--- config.mk ---
export PLATFORM = sky130hd
export DESIGN_NAME = rah_decoder
export DESIGN_NICKNAME = d
export VERILOG_FILES = /design/src/rtl/rah_pkg.sv /design/src/rtl/rah_hdr_check.sv /design/src/rtl/rah_decoder.sv
export SDC_FILE = /design/constraint.sdc
export NUM_CORES = 1
export LEC_CHECK = 0
export ABC_AREA = 1
export ABC_CLOCK_PERIOD_IN_PS = 3250
export BUFFER_PORTS_ARGS = -buffer_cell sky130_fd_sc_hd__buf_2
export CORE_AREA = 2 2 184 186
export DETAILED_ROUTE_END_ITERATION = 7
export DIE_AREA = 0 0 186 188
export GPL_TIMING_DRIVEN = 0
export MAX_ROUTING_LAYER = met4
export SETUP_SLACK_MARGIN = 0.5
export SYNTH_ARGS = -nofsm -noshare
export SYNTH_HDL_FRONTEND = slang
export SYNTH_SLANG_ARGS = --single-unit
--- constraint.sdc ---
create_clock -name clk -period 3.25 [get_ports clk]
set_input_delay 0.325 -clock clk [delete_from_list [all_inputs] [get_ports clk]]
set_output_delay 0.325 -clock clk [all_outputs]
set_load 0.005 [all_outputs]
--- src/rtl/rah_pkg.sv ---
// RAH receive-side shared definitions: header layout, sync word, FSM states.
// Imported by rah_hdr_check and rah_decoder; the encoder uses the same header constants.
package rah_pkg;

    localparam logic [15:0] RAH_SYNC = 16'hA55A;

    // Header field placement (SYNC occupies the top SYNC_W bits of the word)
    localparam int SYNC_W  = 16;
    localparam int LEN_LSB = 16;
    localparam int LEN_W   = 16;
    localparam int APP_LSB = 0;
    localparam int APP_W   = 8;

    typedef enum logic [1:0] {
        ST_IDLE,
        ST_PAYLOAD,
        ST_DISCARD
    } rah_state_t;

endpackage

--- src/rtl/rah_hdr_check.sv ---
// Combinational RAH header decode: extracts APP_ID and LEN, flags sync/app-range errors.
// Ports: word (in), hdr_ok (out), app_id (out), len (out).
module rah_hdr_check
    import rah_pkg::*;
#(
    parameter int TOTAL_APPS = 8,
    parameter int DATA_WIDTH = 48
) (
    input  logic [DATA_WIDTH-1:0] word,
    output logic                  hdr_ok,
    output logic [APP_W-1:0]      app_id,
    output logic [LEN_W-1:0]      len
);

    logic [SYNC_W-1:0] sync;
    logic              unused_bits;

    assign sync        = word[DATA_WIDTH-1 -: SYNC_W];
    assign len         = word[LEN_LSB +: LEN_W];
    assign app_id      = word[APP_LSB +: APP_W];
    assign unused_bits = ^word;

    // 9-bit compare so TOTAL_APPS=256 accepts every 8-bit id
    assign hdr_ok = (sync == RAH_SYNC)
                 && ({1'b0, app_id} < 9'(TOTAL_APPS));

endmodule

--- src/rtl/rah_decoder.sv ---
// RAH frame decoder: parses MIPI RX frames and strobes payload words to per-app lanes.
// Ports: clk, rst (sync, active-high), mipi_valid/mipi_data/mipi_sof (in), app_full (in),
//        rd_valid/rd_data (out), hdr_err/trunc_err (out pulses), drop_cnt (out), busy (out).
module rah_decoder
    import rah_pkg::*;
#(
    parameter int TOTAL_APPS = 8,
    parameter int DATA_WIDTH = 48,
    parameter int CNT_WIDTH  = 16
) (
    input  logic                             clk,
    input  logic                             rst,
    input  logic                             mipi_valid,
    input  logic [DATA_WIDTH-1:0]            mipi_data,
    input  logic                             mipi_sof,
    input  logic [TOTAL_APPS-1:0]            app_full,
    output logic [TOTAL_APPS-1:0]            rd_valid,
    output logic [TOTAL_APPS*DATA_WIDTH-1:0] rd_data,
    output logic                             hdr_err,
    output logic                             trunc_err,
    output logic [CNT_WIDTH-1:0]             drop_cnt,
    output logic                             busy
);

    localparam int AW = (TOTAL_APPS > 1) ? $clog2(TOTAL_APPS) : 1;

    rah_state_t            state, state_n;
    logic [AW-1:0]         app, app_n;
    logic [LEN_W-1:0]      rem, rem_n;
    logic [TOTAL_APPS-1:0] valid_n;
    logic [DATA_WIDTH-1:0] data_q, data_n;
    logic                  hdr_err_n, trunc_n;
    logic [CNT_WIDTH-1:0]  cnt_n;

    logic                  hdr_ok;
    logic [APP_W-1:0]      app_id;
    logic [LEN_W-1:0]      len;
    logic                  sof_word, pay_word;
    logic                  unused_app;

    rah_hdr_check #(
        .TOTAL_APPS (TOTAL_APPS),
        .DATA_WIDTH (DATA_WIDTH)
    ) u_hdr (
        .word   (mipi_data),
        .hdr_ok (hdr_ok),
        .app_id (app_id),
        .len    (len)
    );

    assign sof_word   = mipi_valid && mipi_sof;
    assign pay_word   = mipi_valid && !mipi_sof;
    assign unused_app = ^app_id;

    always_comb begin
        state_n   = state;
        app_n     = app;
        rem_n     = rem;
        valid_n   = '0;
        data_n    = data_q;
        hdr_err_n = 1'b0;
        trunc_n   = 1'b0;
        cnt_n     = drop_cnt;

        unique case (state)
            ST_IDLE, ST_DISCARD, ST_PAYLOAD: begin
                if (sof_word) begin
                    // SOF mid-frame aborts; it reports as truncation only,
                    // so the two error pulses never coincide
                    trunc_n = (state == ST_PAYLOAD);
                    if (hdr_ok) begin
                        app_n   = app_id[AW-1:0];
                        rem_n   = len;
                        state_n = (len == '0) ? ST_IDLE : ST_PAYLOAD;
                    end else begin
                        hdr_err_n = (state != ST_PAYLOAD);
                        state_n   = ST_DISCARD;
                    end
                end else if (pay_word && state == ST_PAYLOAD) begin
                    if (app_full[app]) begin
                        if (drop_cnt != '1) begin
                            cnt_n = drop_cnt + 1'b1;
                        end
                    end else begin
                        valid_n[app] = 1'b1;
                        data_n       = mipi_data;
                    end
                    rem_n = rem - 1'b1;
                    if (rem == LEN_W'(1)) begin
                        state_n = ST_IDLE;
                    end
                end
            end
            default: state_n = ST_IDLE;
        endcase
    end

    always_ff @(posedge clk) begin
        if (rst) begin
            state     <= ST_IDLE;
            app       <= '0;
            rem       <= '0;
            rd_valid  <= '0;
            data_q    <= '0;
            hdr_err   <= 1'b0;
            trunc_err <= 1'b0;
            drop_cnt  <= '0;
        end else begin
            state     <= state_n;
            app       <= app_n;
            rem       <= rem_n;
            rd_valid  <= valid_n;
            data_q    <= data_n;
            hdr_err   <= hdr_err_n;
            trunc_err <= trunc_n;
            drop_cnt  <= cnt_n;
        end
    end

    assign rd_data = {TOTAL_APPS{data_q}};
    assign busy    = (state == ST_PAYLOAD);

endmodule
==> results of run 1 <==
how the worst min path moves through the flow:
stage                                      from                      end  slack (ps)
after floorplan           state[0]$_SDFFE_PP0P_     trunc_err$_SDFF_PP0_         450
after global placement     rem[15]$_SDFFE_PP0P_     rem[15]$_SDFFE_PP0P_         470
after detailed placement    rem[1]$_SDFFE_PP0P_      rem[1]$_SDFFE_PP0P_         480
after CTS                         mipi_data[15]  data_q[15]$_SDFFE_PP0P_         190
after global routing              mipi_data[12]  data_q[12]$_SDFFE_PP0P_         200
final                             mipi_data[15]  data_q[15]$_SDFFE_PP0P_         210
logic make-up (layout without fill, tap and decap cells):
group / count (synthesis) / in the layout / synth area share [%]
AO/OA/AOI/OAI: 98 / 98 / 7.06
XOR/XNOR: 13 / 13 / 1.60
adder cells (fa/ha/maj): 3 / 3 / 0.527
buffers and inverters: 414 / 900 / 40.2
flip-flops: 95 / 95 / 26.7
other: 0 / 2 / 0
AND/OR/NAND/NOR: 418 / 418 / 23.9
synthesized netlist by cell type, drive strengths merged (2+ instances only):
cell type / n / share of area, %
dfxtp: 95 / 27
or2: 2 / 0.18
nand2: 268 / 14
o21ai: 13 / 1.0
xnor2: 5 / 0.61
nor2: 82 / 4.5
nand3b: 4 / 0.42
nand3: 51 / 3.6
inv: 48 / 2.6
a21oi: 83 / 5.8
clkbuf: 17 / 0.90
xor2: 8 / 0.98
nand4: 8 / 0.70
ha: 3 / 0.53
buf: 349 / 37
through the flow:
stage	cell area [um^2]	total power, uW	cells	setup WS (ps)
2_1_floorplan	7120	1320	1041	1580
3_3_place_gp	10000	1420	1959	994
3_5_place_dp	10000	1420	1959	985
4_1_cts	10300	2510	1975	1050
5_1_grt	10300	2590	1977	914
6_report	10300	2470	1977	1160
power breakdown:
part           internal (uW)  total (uW)  leakage, uW  switching [uW]
Clock                    535        1070     0.000129             539
Sequential              1170        1180     0.000766            6.30
Combinational           75.3         217      0.00544             142
Total                   1780        2470      0.00633             687
metal layers:
| layer | wire (um) | part of all wire [%] | global-route usage, % |
|---|---|---|---|
| met5 | 0 | 0 | - |
| met4 | 299 | 1.2 | 3.45 |
| met3 | 1570 | 6.1 | 2.93 |
| met2 | 12800 | 50 | 24.7 |
| met1 | 10900 | 43 | 16.7 |
worst min-delay path: stages:
cell and delay, ps:
buf_2 90, nand2_1 50, a21oi_1 50
sequential cells by signal (all words and copies together), names as in the netlist:
name       flops
hdr_err        1
trunc_err      1
rem           16
rd_valid       8
drop_cnt      16
state          2
data_q        48
app            3
cell type report:
type                       instances  share of cell area, %
buffer                           366                   26.0
multi-input combinational        532                   22.8
timing repair buffer             470                   22.8
sequential                        95                   18.4
tap                              448                   5.43
clock buffer                      10                   2.22
inverter                          48                   1.77
clock inverter                     6                  0.521
antenna                            2                 0.0485
==> impl_metrics.py, run 1 <==
metrics = {
    "setup_path": {
        "crit_slowest_cell": "dfxtp_1",
        "crit_required_ps": 3450,
        "critPathLaunchType": "flop",
        "path_cells": "inv_2 > nor2_2 > nand2_1 > nor2_1 > nand3_1 > buf_2 > buf_6 > nand2_1 > a21oi_1",
        "cpMostUsedCell": "nand2_1",
        "worstPathArrival_ps": 2290,
        "critical_path_depth": 9,
        "r2r_start": "state[0]$_SDFFE_PP0P_",
        "worstSetupStartpoint": "state[0]$_SDFFE_PP0P_",
        "reg2regPathDepth": 9,
        "reg2reg_slack_ps": 1160,
        "end_kind": "flop",
        "worstPathMaxFanout": 10,
        "critical_path_class": "flop to flop",
        "critPathTopFamily": "simple AND/OR/NAND/NOR gates",
        "path_buf_inv": 3,
        "cp_slowest_stage_delay_ps": 370,
        "rr_endpoint": "data_q[34]$_SDFFE_PP0P_",
        "worstSetupEndpoint": "data_q[34]$_SDFFE_PP0P_",
    },
    "timing": {
        "timing.setup.tns_ps": 0,
        "finClkSkew_ps": 13.2,
        "max_clock_freq_mhz": 479,
        "hold_violations": 0,
        "relSlewSlack_pct": 45.8,
        "drv_slew": 0,
        "fin_crit_sh_pct": 64.2,
        "finalSetupViolations": 0,
        "tightestPinTransition_ps": 812,
        "hold_ws_ps": 207,
        "post-route-min-period_ps": 2090,
        "rsz0062_at_grt": "false",
    },
    "cts": {
        "post_cts_buffers": 0,
        "cts_resized": 0,
        "cts.sinks": 95,
        "clock_latency_ps": 360,
        "cts_inserted_buffers": 9,
        "cts_buffer_depth": 2,
        "clk_pin_slew_ps": 80,
        "root_buffer": "clkbuf_16",
        "htree_levels": 3,
        "cts_tree": "built",
        "hold_buffers": 0,
    },
    "placed_design": {
        "gp_congestion": 0.864,
        "port_buffers": 470,
        "dp_hpwl_um": 20700,
    },
    "route": {
        "first_pass_iters": 8,
        "ant_nets": 0,
        "wirelength_um": 25600,
        "vias_per_cell": 3.78,
        "drt_first_iter_violations": 322,
        "wl_per_cell_um": 13.0,
        "drc": 0,
        "num_vias": 7479,
    },
    "min_path": {
        "holdPathStages": 3,
        "min_path_type": "input port to flop",
    },
    "synth": {
        "synth-main-ff-cell": "dfxtp_1",
        "syn_nets": 1104,
        "ys_seq_area_share_pct": 26.7,
        "synthCells": 1041,
        "ys_types": 30,
        "synthesis.area_um2": 7120,
        "avgSynthCellArea_um2": 6.84,
        "synth_edf_count": 0,
        "ys_warn_count": 0,
        "ys_ff_latch": 95,
        "synth_async_sr_flop_share_pct": 0,
    },
    "layout": {
        "final_common_cell": "buf_2",
        "num-fill-cells": 3619,
        "seqCellArea_um2": 1900,
        "multi_input_area_um2": 2360,
        "syn_to_final_growth_pct": 44.9,
        "final_net_count": 1585,
        "layout_common_cells": "buf_2 (477), buf_4 (338), nand2_1 (266), dfxtp_1 (95), a21oi_1 (83)",
        "drive_above_1_share_pct": 55.5,
        "final_core_util_pct": 31.2,
    },
    "floorplan": {
        "die-area_um2": 35000,
        "coreArea_um2": 33100,
        "start_util_pct": 21.5,
        "rows": 67,
        "die_y_um": 188,
        "io_pins": 471,
        "die_x_um": 186,
    },
    "grt": {
        "overflow": 0,
        "grt_max_degree": 18,
        "grt_pass1_vias": 6469,
        "grt_pass1_wl_um": 37200,
        "grt_usage_pct": 14.2,
        "antenna_found_initial": 2,
    },
    "outcome": {
        "status": "finished clean",
    },
    "pwr": {
        "ir_drop_mv": 0.224,
        "cellPowerDensity_nw_per_um2": 239,
        "p_leak_uw": 0.00633,
    },
    "job": {
        "drv_cap": 0,
    },
}
Note: power is estimated with default switching activity, not from simulation.
==> inputs of run 2 (changes only) <==
ABC_CLOCK_PERIOD_IN_PS = 1900   (was 3250)
clock period = 1.9 ns   (was 3.25 ns; I/O delays follow)
==> run 2 against run 1 <==
- clock skew is essentially flat
- utilization grew 3.2 points
- power grew 79%
- via count grew 4.2%
- first-iteration DRC count grew 4.7%
- combinational power grew 100%
- register-to-register slack lost 1000 ps
- hold slack lost 140 ps
- sequential share of layout area shrank 1.1 points
==> impl_metrics.py, run 2 (synthesized netlist as in run 1, its figures left out) <==
metrics = {
    "layout": {
        "final_net_count": 1616,
        "num-fill-cells": 3501,
        "syn_to_final_growth_pct": 59.8,
        "drive_above_1_share_pct": 66.0,
        "regMostFlops": "data_q",
        "final_common_cell": "buf_2",
        "layout_common_cells": "buf_2 (472), buf_4 (355), nand2_1 (237), nor2_1 (64), a21oi_1 (52)",
        "reg.largest.list": "data_q: 48 flops, drop_cnt: 16 flops, rem: 16 flops",
        "largest_reg_flops": 48,
    },
    "grt": {
        "grt_pass1_vias": 6711,
        "overflow": 0,
        "grt_usage_pct": 14.3,
        "grt_max_degree": 17,
        "grt_pass1_wl_um": 37600,
        "antenna_found_initial": 2,
    },
    "floorplan": {
        "die-area_um2": 35000,
        "die_y_um": 188,
        "io_pins": 471,
        "start_util_pct": 21.5,
        "die_x_um": 186,
        "coreArea_um2": 33100,
        "rows": 67,
    },
    "pwr": {
        "p_leak_uw": 0.00680,
        "cellPowerDensity_nw_per_um2": 388,
        "total_power_uw": 4420,
        "ir_drop_mv": 0.385,
    },
    "route": {
        "drc": 0,
        "ant_nets": 0,
        "vias_per_cell": 3.88,
        "wirelength_um": 27000,
        "wl_per_cell_um": 13.4,
        "first_pass_iters": 5,
        "drt_first_iter_violations": 337,
        "num_vias": 7790,
    },
    "cts": {
        "cts_tree": "built",
        "root_buffer": "clkbuf_16",
        "clk_pin_slew_ps": 80,
        "htree_levels": 3,
        "cts.sinks": 95,
        "cts_inserted_buffers": 9,
        "clock_latency_ps": 350,
        "cts_buffer_depth": 2,
    },
    "placed_design": {
        "gp_congestion": 0.917,
        "dp_hpwl_um": 20900,
        "port_buffers": 470,
        "preCtsSetupSlack_ps": -211,
    },
    "timing": {
        "drv_slew": 0,
        "finalSetupViolations": 0,
        "tightestPinTransition_ps": 828,
        "relSlewSlack_pct": 44.8,
        "post-route-min-period_ps": 1780,
        "finClkSkew_ps": 13.2,
        "hold_violations": 0,
        "rsz0062_at_grt": "true",
        "postLayoutSetupSlackWorst_ps": 122,
        "fin_crit_sh_pct": 93.6,
        "max_clock_freq_mhz": 562,
    },
    "min_path": {
        "min_path_type": "input port to flop",
        "holdPathStages": 3,
    },
    "setup_path": {
        "critPathLaunchType": "flop",
        "end_kind": "flop",
        "worstPathMaxFanout": 6,
        "reg2regPathDepth": 12,
        "critical_path_class": "flop to flop",
        "worstPathArrival_ps": 2050,
        "crit_required_ps": 2170,
    },
    "outcome": {
        "status": "finished clean",
    },
    "job": {
        "drv_cap": 0,
    },
}
-- run 2: changes by cell type in the layout (fill, tap and decap cells not counted), sizes merged --
cell	change
buf	+31
bufinv	+1
clkbuf	+1
clkinv	+1
clkinvlp	-2
inv	-1
-- run 2: layout make-up --
class                   count  area (um^2)  share of cell area, %
clock inverters             5         63.8                  0.561
plain buffers             366         2780                   24.4
repair buffers            501         2730                   24.0
flip-flops and latches     95         1970                   17.4
inverters                  48          190                   1.67
diodes                      2         5.00                 0.0440
clock buffers              11          243                   2.13
multi-input cells         532         2840                   24.9
well taps                 448          561                   4.93
-- run 2: report_power, final --
group          leakage [uW]  switching [uW]  internal [uW]  total (uW)
logic               0.00586             279            165         443
clock network      0.000147             891           1070        1960
registers          0.000792            14.9           1990        2010
-- run 2: routing by layer --
metal | global-route usage [%] | vias to the layer above | routed length (um)
met4 | 2.67 | 0 | 236
met3 | 2.60 | 23 | 1620
li1 | - | 3944 | -
met2 | 25.8 | 273 | 14000
met5 | - | - | 0
met1 | 16.4 | 3550 | 11100
-- run 2: worst max-delay path, stage by stage, from the launching register on --
cell,delay [ps]
dfxtp_2,320
buf_6,130
inv_8,50
nand2_4,50
a21oi_2,50
o21ai_2,240
nand2_4,100
nor2_4,210
buf_6,130
buf_6,110
buf_8,120
nand2_1,70
a21oi_2,120
-- run 2: through the flow --
stage	cells	hold WS [ps]	instance area (um^2)	TNS [ps]	util (%)
floorplan	1041	325	7200	0	-
global placement	1959	443	10100	-3530	30.5
detailed placement	1959	446	10100	-4170	30.5
CTS	1997	59.7	10900	0	33.0
global route	2008	65.5	11400	0	34.4
finish	2008	69.2	11400	0	34.4
-- run 2: path summary, 6_finish.rpt --
kind	from	slack [ps]	to
setup reg to reg	app[0]$_SDFFE_PP0P_	120	data_q[34]$_SDFFE_PP0P_
hold / removal	mipi_data[12]	70	data_q[12]$_SDFFE_PP0P_
hold reg to reg	rem[3]$_SDFFE_PP0P_	490	rem[3]$_SDFFE_PP0P_
setup / recovery	app[0]$_SDFFE_PP0P_	120	data_q[34]$_SDFFE_PP0P_
-- run 2: timing repair --
item | 4_1_cts | 5_1_grt
buffers inserted | 20 | 6
cloned | 2 | 3
setup endpoints to repair | 180 | 176
pin swaps | 13 | 29
hold buffers | 0 | 0
resized for setup | 89 | 118
endpoints found under the hold margin | 0 | 0
